**config.mk**
```make
export PLATFORM = sky130hd
export DESIGN_NAME = bch_enc_seq
export DESIGN_NICKNAME = d
export VERILOG_FILES = /design/src/rtl/bch_pkg.sv /design/src/rtl/bch_lfsr_step.sv /design/src/rtl/bch_enc_seq.sv
export SDC_FILE = /design/constraint.sdc
export NUM_CORES = 1
export LEC_CHECK = 0
export ABC_AREA = 1
export BUFFER_PORTS_ARGS = -buffer_cell sky130_fd_sc_hd__clkbuf_2
export CAP_MARGIN = 20
export CORE_MARGIN = 2
export CORE_UTILIZATION = 40
export CTS_CLUSTER_DIAMETER = 40
export DETAILED_ROUTE_END_ITERATION = 8
export GPL_ROUTABILITY_DRIVEN = 0
export PLACE_DENSITY = 0.64
export RECOVER_POWER = 100
export SYNTH_ARGS = -nofsm -noshare
export SYNTH_HDL_FRONTEND = slang
export SYNTH_SLANG_ARGS = --single-unit
```
**constraint.sdc**
```tcl
create_clock -name clk -period 31 [get_ports clk]
set_input_delay 3.1 -clock clk [delete_from_list [all_inputs] [get_ports clk]]
set_output_delay 3.1 -clock clk [all_outputs]
set_load 0.1 [all_outputs]
```
**src/rtl/bch_pkg.sv**
```systemverilog
// Shared BCH(141,127) constants and encoder state encoding.
package bch_pkg;

  localparam int unsigned K    = 127;
  localparam int unsigned P    = 14;
  localparam int unsigned N    = K + P;
  localparam int unsigned KPAD = 128;

  // g(x) = (x^7+x^3+1)(x^7+x^3+x^2+x+1); x^14 term implicit.
  localparam logic [P-1:0] BCH_GEN_POLY = 14'h0377;
  // Parity of data bit 0, i.e. x^14 mod g(x).
  localparam logic [P-1:0] BCH_SEED     = 14'h0377;

  typedef enum logic [1:0] {
    IDLE  = 2'd0,
    SHIFT = 2'd1,
    DONE  = 2'd2
  } state_e;

endpackage

```
**src/rtl/bch_lfsr_step.sv**
```systemverilog
// Combinational CHUNK-step parity update, highest input bit absorbed first.
module bch_lfsr_step
  import bch_pkg::*;
#(
  parameter int unsigned CHUNK = 8
) (
  input  logic [P-1:0]     r_i,
  input  logic [CHUNK-1:0] bits_i,
  output logic [P-1:0]     r_next_c_o
);

  // Unrolled Horner steps: multiply by x, reduce on the bit leaving [13], add SEED per set bit.
  always_comb begin
    logic [P-1:0] r;
    r = r_i;
    for (int j = int'(CHUNK) - 1; j >= 0; j--) begin
      r = {r[P-2:0], 1'b0}
          ^ (r[P-1]    ? BCH_GEN_POLY : '0)
          ^ (bits_i[j] ? BCH_SEED     : '0);
    end
    r_next_c_o = r;
  end

endmodule

```
**src/rtl/bch_enc_seq.sv**
```systemverilog
// Sequential systematic BCH encoder: 127-bit message in, {parity, message} out.
module bch_enc_seq
  import bch_pkg::*;
#(
  parameter int unsigned CHUNK = 8
) (
  input  logic         clk,
  input  logic         rst,
  input  logic         in_valid,
  output logic         in_ready,
  input  logic [K-1:0] in_data,
  output logic         out_valid,
  input  logic         out_ready,
  output logic [N-1:0] out_code,
  output logic         busy
);

  localparam int unsigned NSTEP = KPAD / CHUNK;
  localparam int unsigned CW    = (NSTEP > 1) ? $clog2(NSTEP) : 1;
  localparam logic [CW-1:0] LAST = CW'(NSTEP - 1);

  state_e          state_q, state_d;
  logic [K-1:0]    msg_q, msg_d;
  logic [KPAD-1:0] sr_q, sr_d;
  logic [P-1:0]    r_q, r_d;
  logic [CW-1:0]   cnt_q, cnt_d;
  logic            in_ready_q, in_ready_d;
  logic            out_valid_q, out_valid_d;
  logic            busy_q, busy_d;
  logic [N-1:0]    code_q, code_d;
  logic [P-1:0]    r_next_c;

  bch_lfsr_step #(.CHUNK(CHUNK)) u_step (
    .r_i        (r_q),
    .bits_i     (sr_q[KPAD-1 -: CHUNK]),
    .r_next_c_o (r_next_c)
  );

  // State and datapath registers; reset discards any partial parity.
  always_ff @(posedge clk or posedge rst) begin
    if (rst) begin
      state_q     <= IDLE;
      msg_q       <= '0;
      sr_q        <= '0;
      r_q         <= '0;
      cnt_q       <= '0;
      in_ready_q  <= 1'b1;
      out_valid_q <= 1'b0;
      busy_q      <= 1'b0;
      code_q      <= '0;
    end else begin
      state_q     <= state_d;
      msg_q       <= msg_d;
      sr_q        <= sr_d;
      r_q         <= r_d;
      cnt_q       <= cnt_d;
      in_ready_q  <= in_ready_d;
      out_valid_q <= out_valid_d;
      busy_q      <= busy_d;
      code_q      <= code_d;
    end
  end

  // Next-state: accept in IDLE, absorb CHUNK bits per cycle in SHIFT, hold codeword in DONE.
  always_comb begin
    state_d     = state_q;
    msg_d       = msg_q;
    sr_d        = sr_q;
    r_d         = r_q;
    cnt_d       = cnt_q;
    in_ready_d  = in_ready_q;
    out_valid_d = out_valid_q;
    busy_d      = busy_q;
    code_d      = code_q;

    unique case (state_q)
      IDLE: begin
        if (in_valid) begin
          msg_d      = in_data;
          sr_d       = {1'b0, in_data};
          r_d        = '0;
          cnt_d      = '0;
          in_ready_d = 1'b0;
          busy_d     = 1'b1;
          state_d    = SHIFT;
        end
      end
      SHIFT: begin
        r_d   = r_next_c;
        sr_d  = sr_q << CHUNK;
        cnt_d = cnt_q + CW'(1);
        if (cnt_q == LAST) begin
          code_d      = {r_next_c, msg_q};
          out_valid_d = 1'b1;
          state_d     = DONE;
        end
      end
      DONE: begin
        if (out_ready) begin
          out_valid_d = 1'b0;
          in_ready_d  = 1'b1;
          busy_d      = 1'b0;
          state_d     = IDLE;
        end
      end
      default: begin
        state_d = IDLE;
      end
    endcase
  end

  assign in_ready  = in_ready_q;
  assign out_valid = out_valid_q;
  assign out_code  = code_q;
  assign busy      = busy_q;

endmodule

```
==> flow_summary.toml, run 1 <==
[timing]
clock_skew_ps = 17.7
fin_tns_setup_ps = 0
slew_viol_final = 1088
rsz0062_at_grt = "no"
period_share_pct = 47.1
final-hold-violation-count = 0
tightest_slew_ps = 7090
fmax_mhz = 68.4
max-slew-margin-rel_pct = -372
fin_crit_ps = 14620
finalSetupViolCount = 0

[global_route]
grt_max_degree = 138
antenna_found_initial = 0
use_met2_pct = 32.3
first_global_vias = 13113
grt_pass1_wl_mm = 71.0
grtUsageTotal_pct = 20.5
grt-ovfl-total = 0
use_met1_pct = 28.4
use_met3_pct = 3.13
grt-busiest-layer = "met2"

[cells_and_area]
n_fill_cell = 3920
n_antenna_cell = 0
area_delta_synth_final_pct = 21.8
layout_commonest_cell = "nand2_1"
finalNetCount = 2166
mostFrequentLayoutCells = "724 x nand2_1, 418 x dfrtp_1, 168 x o21ai_0, 162 x clkbuf_1, 146 x inv_1"
drive_gt1_share_pct = 13.1

[setup_path]
critPathArrivalTime_ps = 14490
cp.required_ps = 30880
path_max_fanout = 137
startpoint_type = "primary input"
end_kind = "asynchronous set/reset pin"
critical_path_class = "in -> async"

[status]
violations = "capacitance limit, slew limit"
status = "complete, but fails checks"

[clock_tree]
ctsHoldBuffers = 0
cts.sinks = 419
cts_setup_buffers = 0
htreeDepth = 2
cts_tree = "yes"
root_buffer = "clkbuf_16"
clk_path_buf_depth = 3
cts_made_buffers = 57
ctsResizeCount = 0
clk_pin_slew_ps = 60
insertion_delay_ps = 590

[logic_synthesis]
syn_area_sq_mm = 0.0166
seq_area_frac_synth_pct = 63.3
synth_top_area_share_pct = 63.2
synth.distinct_cells = 32
avgSynthCellArea_sq_um = 9.32
syn-instance-count = 1776
synth.ff_latch_count = 419
synth_top_area_cell = "dfrtp_1"
synth_nets = 1908
synth_area_leaders = "dfrtp_1 63%, nand2_1 16%, o21ai_0 4.8%, inv_1 3.3%, o211ai_1 2.9%"
ys_warn_count = 0

[hold_path]
hold_path.class = "reg -> reg"

[routing]
wl_mm = 43.7
num_vias = 12736
detail-route-antenna-nets = 0
via_per_inst = 4.87
dr.pass1.iters = 5
wire_per_inst_microns = 16.7
drt_iter0_drc = 817
drc = 0

[floorplanning]
start_util_pct = 40.6
die_area_sq_mm = 0.0430
dieHeight_microns = 207
rows = 74
pin_count = 275
die_x_microns = 207
core-area_sq_mm = 0.0408

[flow_run]
maxCapViolCount = 13

[placed_design]
hpwl_mm = 27.9
io_buffers = 274
-- layout make-up --
cell class | count | area [sq um] | share of cell area [%]
sequential | 419 | 10500 | 52.0
multi-input combinational | 1109 | 5100 | 25.3
clock buffer | 69 | 1560 | 7.75
timing repair buffer | 289 | 1250 | 6.22
tap | 532 | 666 | 3.30
inverter | 158 | 596 | 2.95
clock inverter | 38 | 505 | 2.51
-- Yosys cell counts --
master,number
buf_1,9
ha_1,1
o22ai_1,2
buf_6,2
o21ai_1,12
inv_2,10
xor2_1,21
nand2_4,1
o211ai_1,64
xnor2_2,3
nand3_1,64
nand3b_1,1
buf_2,22
inv_1,147
or2_1,2
a21oi_1,1
nand2_2,15
clkbuf_1,57
dfstp_2,1
xnor2_1,8
o31ai_1,1
nand2_1,724
nand3_2,1
nor2_2,4
dfrtp_1,418
o221ai_1,17
a22o_1,1
o21ai_2,1
clkinv_1,1
nor2_1,4
o21ai_0,158
xor2_2,3
-- worst max-delay path: stages --
cell	delay, ps
clkbuf_2	90
clkinvlp_2	3120
clkbuf_1	5150
clkbuf_1	2830
-- routing by layer --
metal	vias up	share of wire, %	routed length, microns
met1	6216	45	19800
met3	86	4.3	1880
met5	-	0	0
met2	291	47	20500
met4	0	3.4	1500
li1	6143	-	-
-- logic make-up after synthesis --
| group | after synthesis | share of synthesized area [%] |
|---|---|---|
| flops | 419 | 63.3 |
| fa+ha+maj | 1 | 0.0755 |
| compound gates | 257 | 9.20 |
| xor+xnor | 35 | 2.12 |
| buf+inv | 248 | 5.88 |
| simple gates | 816 | 19.4 |
-- state kept, by name, indices dropped and copies added, names as in the netlist --
register and cells:
in_ready 1, r_q 14, cnt_q 4, msg_q 127, busy 1, state_q 2
out_code 141, sr_q 128, out_valid 1
-- final timing paths --
kind / cells after the start / end / from / slack [ps]
min in group asynchronous: 2 / out_code[107]$_DFFE_PP0P_ / rst / 4250
max: 4 / msg_q[16]$_DFFE_PP0P_ / rst / 16380
min: 2 / out_code[21]$_DFFE_PP0P_ / msg_q[21]$_DFFE_PP0P_ / 470
max in group clk: 8 / sr_q[94]$_DFFE_PP0P_ / in_valid / 18360
min reg2reg: 2 / out_code[21]$_DFFE_PP0P_ / msg_q[21]$_DFFE_PP0P_ / 470
max reg2reg: 8 / sr_q[94]$_DFFE_PP0P_ / state_q[1]$_DFFE_PP0P_ / 20450
-- stage by stage --
step | instances | utilization, % | hold WS [ps] | setup WS [ps] | area (sq um)
floorplan | 1776 | - | 429 | 16240 | 16600
global placement | 2504 | 45.0 | 453 | 25280 | 18400
detailed placement | 2505 | 45.0 | 462 | 25230 | 18400
CTS | 2612 | 50.1 | 473 | 25850 | 20400
global route | 2614 | 49.4 | 491 | 13630 | 20200
finish | 2614 | 49.4 | 470 | 16380 | 20200
Power of run 1 is not shown: default switching activity piles up to over one toggle a cycle in this logic, so the estimate is an artifact.
==> run 2, diff against run 1 <==
PLACE_DENSITY = 0.66   (was 0.64)
clock period = 12.9 ns   (was 31 ns; I/O delays follow)
==> run 2 against run 1 <==
  * The flow still finishes with violations (capacitance limit, slew limit)
  * Setup slack worse by 11000 ps
  * Worst hold slack got worse by 9.5 ps
  * Wire length is 1.2% lower
  * Utilization grew 0.28 points
  * Design area is 0.56% higher
  * Register-to-register slack lost 15000 ps
  * Final cell count did not move
  * Global-route usage decreased by 0.18 points
  * Sequential cell count unchanged
  * Clock-buffer cell count grew 4
  * Critical path type is now in -> reg
  * Critical endpoint is now sr_q[77]$_DFFE_PP0P_
==> flow_summary.toml, run 2 (synthesis gave the netlist of run 1 again) <==
[timing]
final-hold-violation-count = 0
fmax_mhz = 131
slew_viol_final = 515
clock_skew_ps = 15.0
fin_crit_ps = 7620
max-slew-margin-rel_pct = -170
tightest_slew_ps = 4050
finalSetupViolCount = 0
fin_tns_setup_ps = 0
period_share_pct = 59.1
rsz0062_at_grt = "no"

[cells_and_area]
layout_commonest_cell = "nand2_1"
regArea_sq_mm = 0.0105
finalInstanceArea_sq_mm = 0.0203
area_delta_synth_final_pct = 22.5
final_core_util_pct = 49.7
largest_register_ff_count = 141
finalNetCount = 2165
n_fill_cell = 3857
multiInputGateArea_sq_mm = 0.00510
drive_gt1_share_pct = 13.1
mostFrequentLayoutCells = "724 x nand2_1, 418 x dfrtp_1, 167 x o21ai_0, 162 x clkbuf_1, 148 x inv_1"
n_antenna_cell = 0

[setup_path]
startpoint_type = "primary input"
path_max_fanout = 100
end_kind = "flop"
r2r-start = "state_q[0]$_DFFE_PP0P_"
reg2reg_depth = 8
critPathArrivalTime_ps = 8090
reg2reg_to = "sr_q[77]$_DFFE_PP0P_"
cp.required_ps = 13370
rrSetupSlack_ps = 5510
critical_path_class = "in -> reg"

[hold_path]
hold_path.class = "reg -> reg"
hold_start = "msg_q[16]$_DFFE_PP0P_"
hold_end = "out_code[16]$_DFFE_PP0P_"
min_path_cells = 2

[floorplanning]
pin_count = 275
die_area_sq_mm = 0.0430
dieHeight_microns = 207
start_util_pct = 40.6
rows = 74
die_x_microns = 207
core-area_sq_mm = 0.0408

[clock_tree]
clk_path_buf_depth = 3
cts_setup_buffers = 0
ctsHoldBuffers = 0
cts.sinks = 419
ctsResizeCount = 0
cts_tree = "yes"
insertion_delay_ps = 590
root_buffer = "clkbuf_16"
clk_pin_slew_ps = 60
htreeDepth = 2
cts_made_buffers = 57

[flow_run]
maxCapViolCount = 9

[routing]
dr.pass1.iters = 5
wl_mm = 43.1
via_per_inst = 4.88
detail-route-antenna-nets = 0
drc = 0
num_vias = 12758
wire_per_inst_microns = 16.5
drt_iter0_drc = 1011

[global_route]
grt_pass1_wl_mm = 70.3
grt-ovfl-total = 0
grt_max_degree = 189
first_global_vias = 13066
antenna_found_initial = 0
grtUsageTotal_pct = 20.3

[status]
violations = "capacitance limit, slew limit"
status = "complete, but fails checks"

[placed_design]
hpwl_mm = 28.1
io_buffers = 274
place_area_sq_mm = 0.0184
-- run 2: layout make-up --
class | count | share of cell area, %
clock buffer | 73 | 7.88
clock inverter | 35 | 2.71
timing repair buffer | 288 | 6.32
multi-input combinational | 1109 | 25.1
tap | 532 | 3.28
sequential | 419 | 51.7
inverter | 158 | 2.97
-- run 2: critical path, cell delays in order --
cell and delay [ps]:
clkbuf_2 80, nand3_1 70, clkbuf_1 1010, inv_6 990
clkbuf_1 890, clkbuf_1 2800, nand2_1 560, o211ai_1 320
-- run 2: worst max path at each step --
stage                         from                   end  cells after the start
final                     in_valid  sr_q[77]$_DFFE_PP0P_                      8
after global routing      in_valid  sr_q[77]$_DFFE_PP0P_                      8
after CTS                 in_valid  sr_q[65]$_DFFE_PP0P_                      9
after detailed placement  in_valid  sr_q[80]$_DFFE_PP0P_                      9
after global placement    in_valid  sr_q[64]$_DFFE_PP0P_                      9
after floorplan                rst      busy$_DFFE_PP0P_                      1
-- run 2: metrics by stage --
| stage | hold slack [ps] | cells | worst slack (ps) |
|---|---|---|---|
| 2_1_floorplan | 429 | 1776 | 5960 |
| 3_3_place_gp | 452 | 2503 | 8310 |
| 3_5_place_dp | 456 | 2504 | 8300 |
| 4_1_cts | 466 | 2612 | 8940 |
| 5_1_grt | 481 | 2614 | 4580 |
| 6_report | 461 | 2614 | 5280 |
-- run 2: layer usage --
layer | vias to the layer above | part of all wire, % | GRT usage, %
met5 | - | 0 | 0
met4 | 0 | 2.2 | 6.06
met3 | 61 | 5.0 | 3.68
met2 | 315 | 48 | 33.0
met1 | 6244 | 45 | 27.9
li1 | 6138 | - | -
Power of run 2 is left out for the same reason.
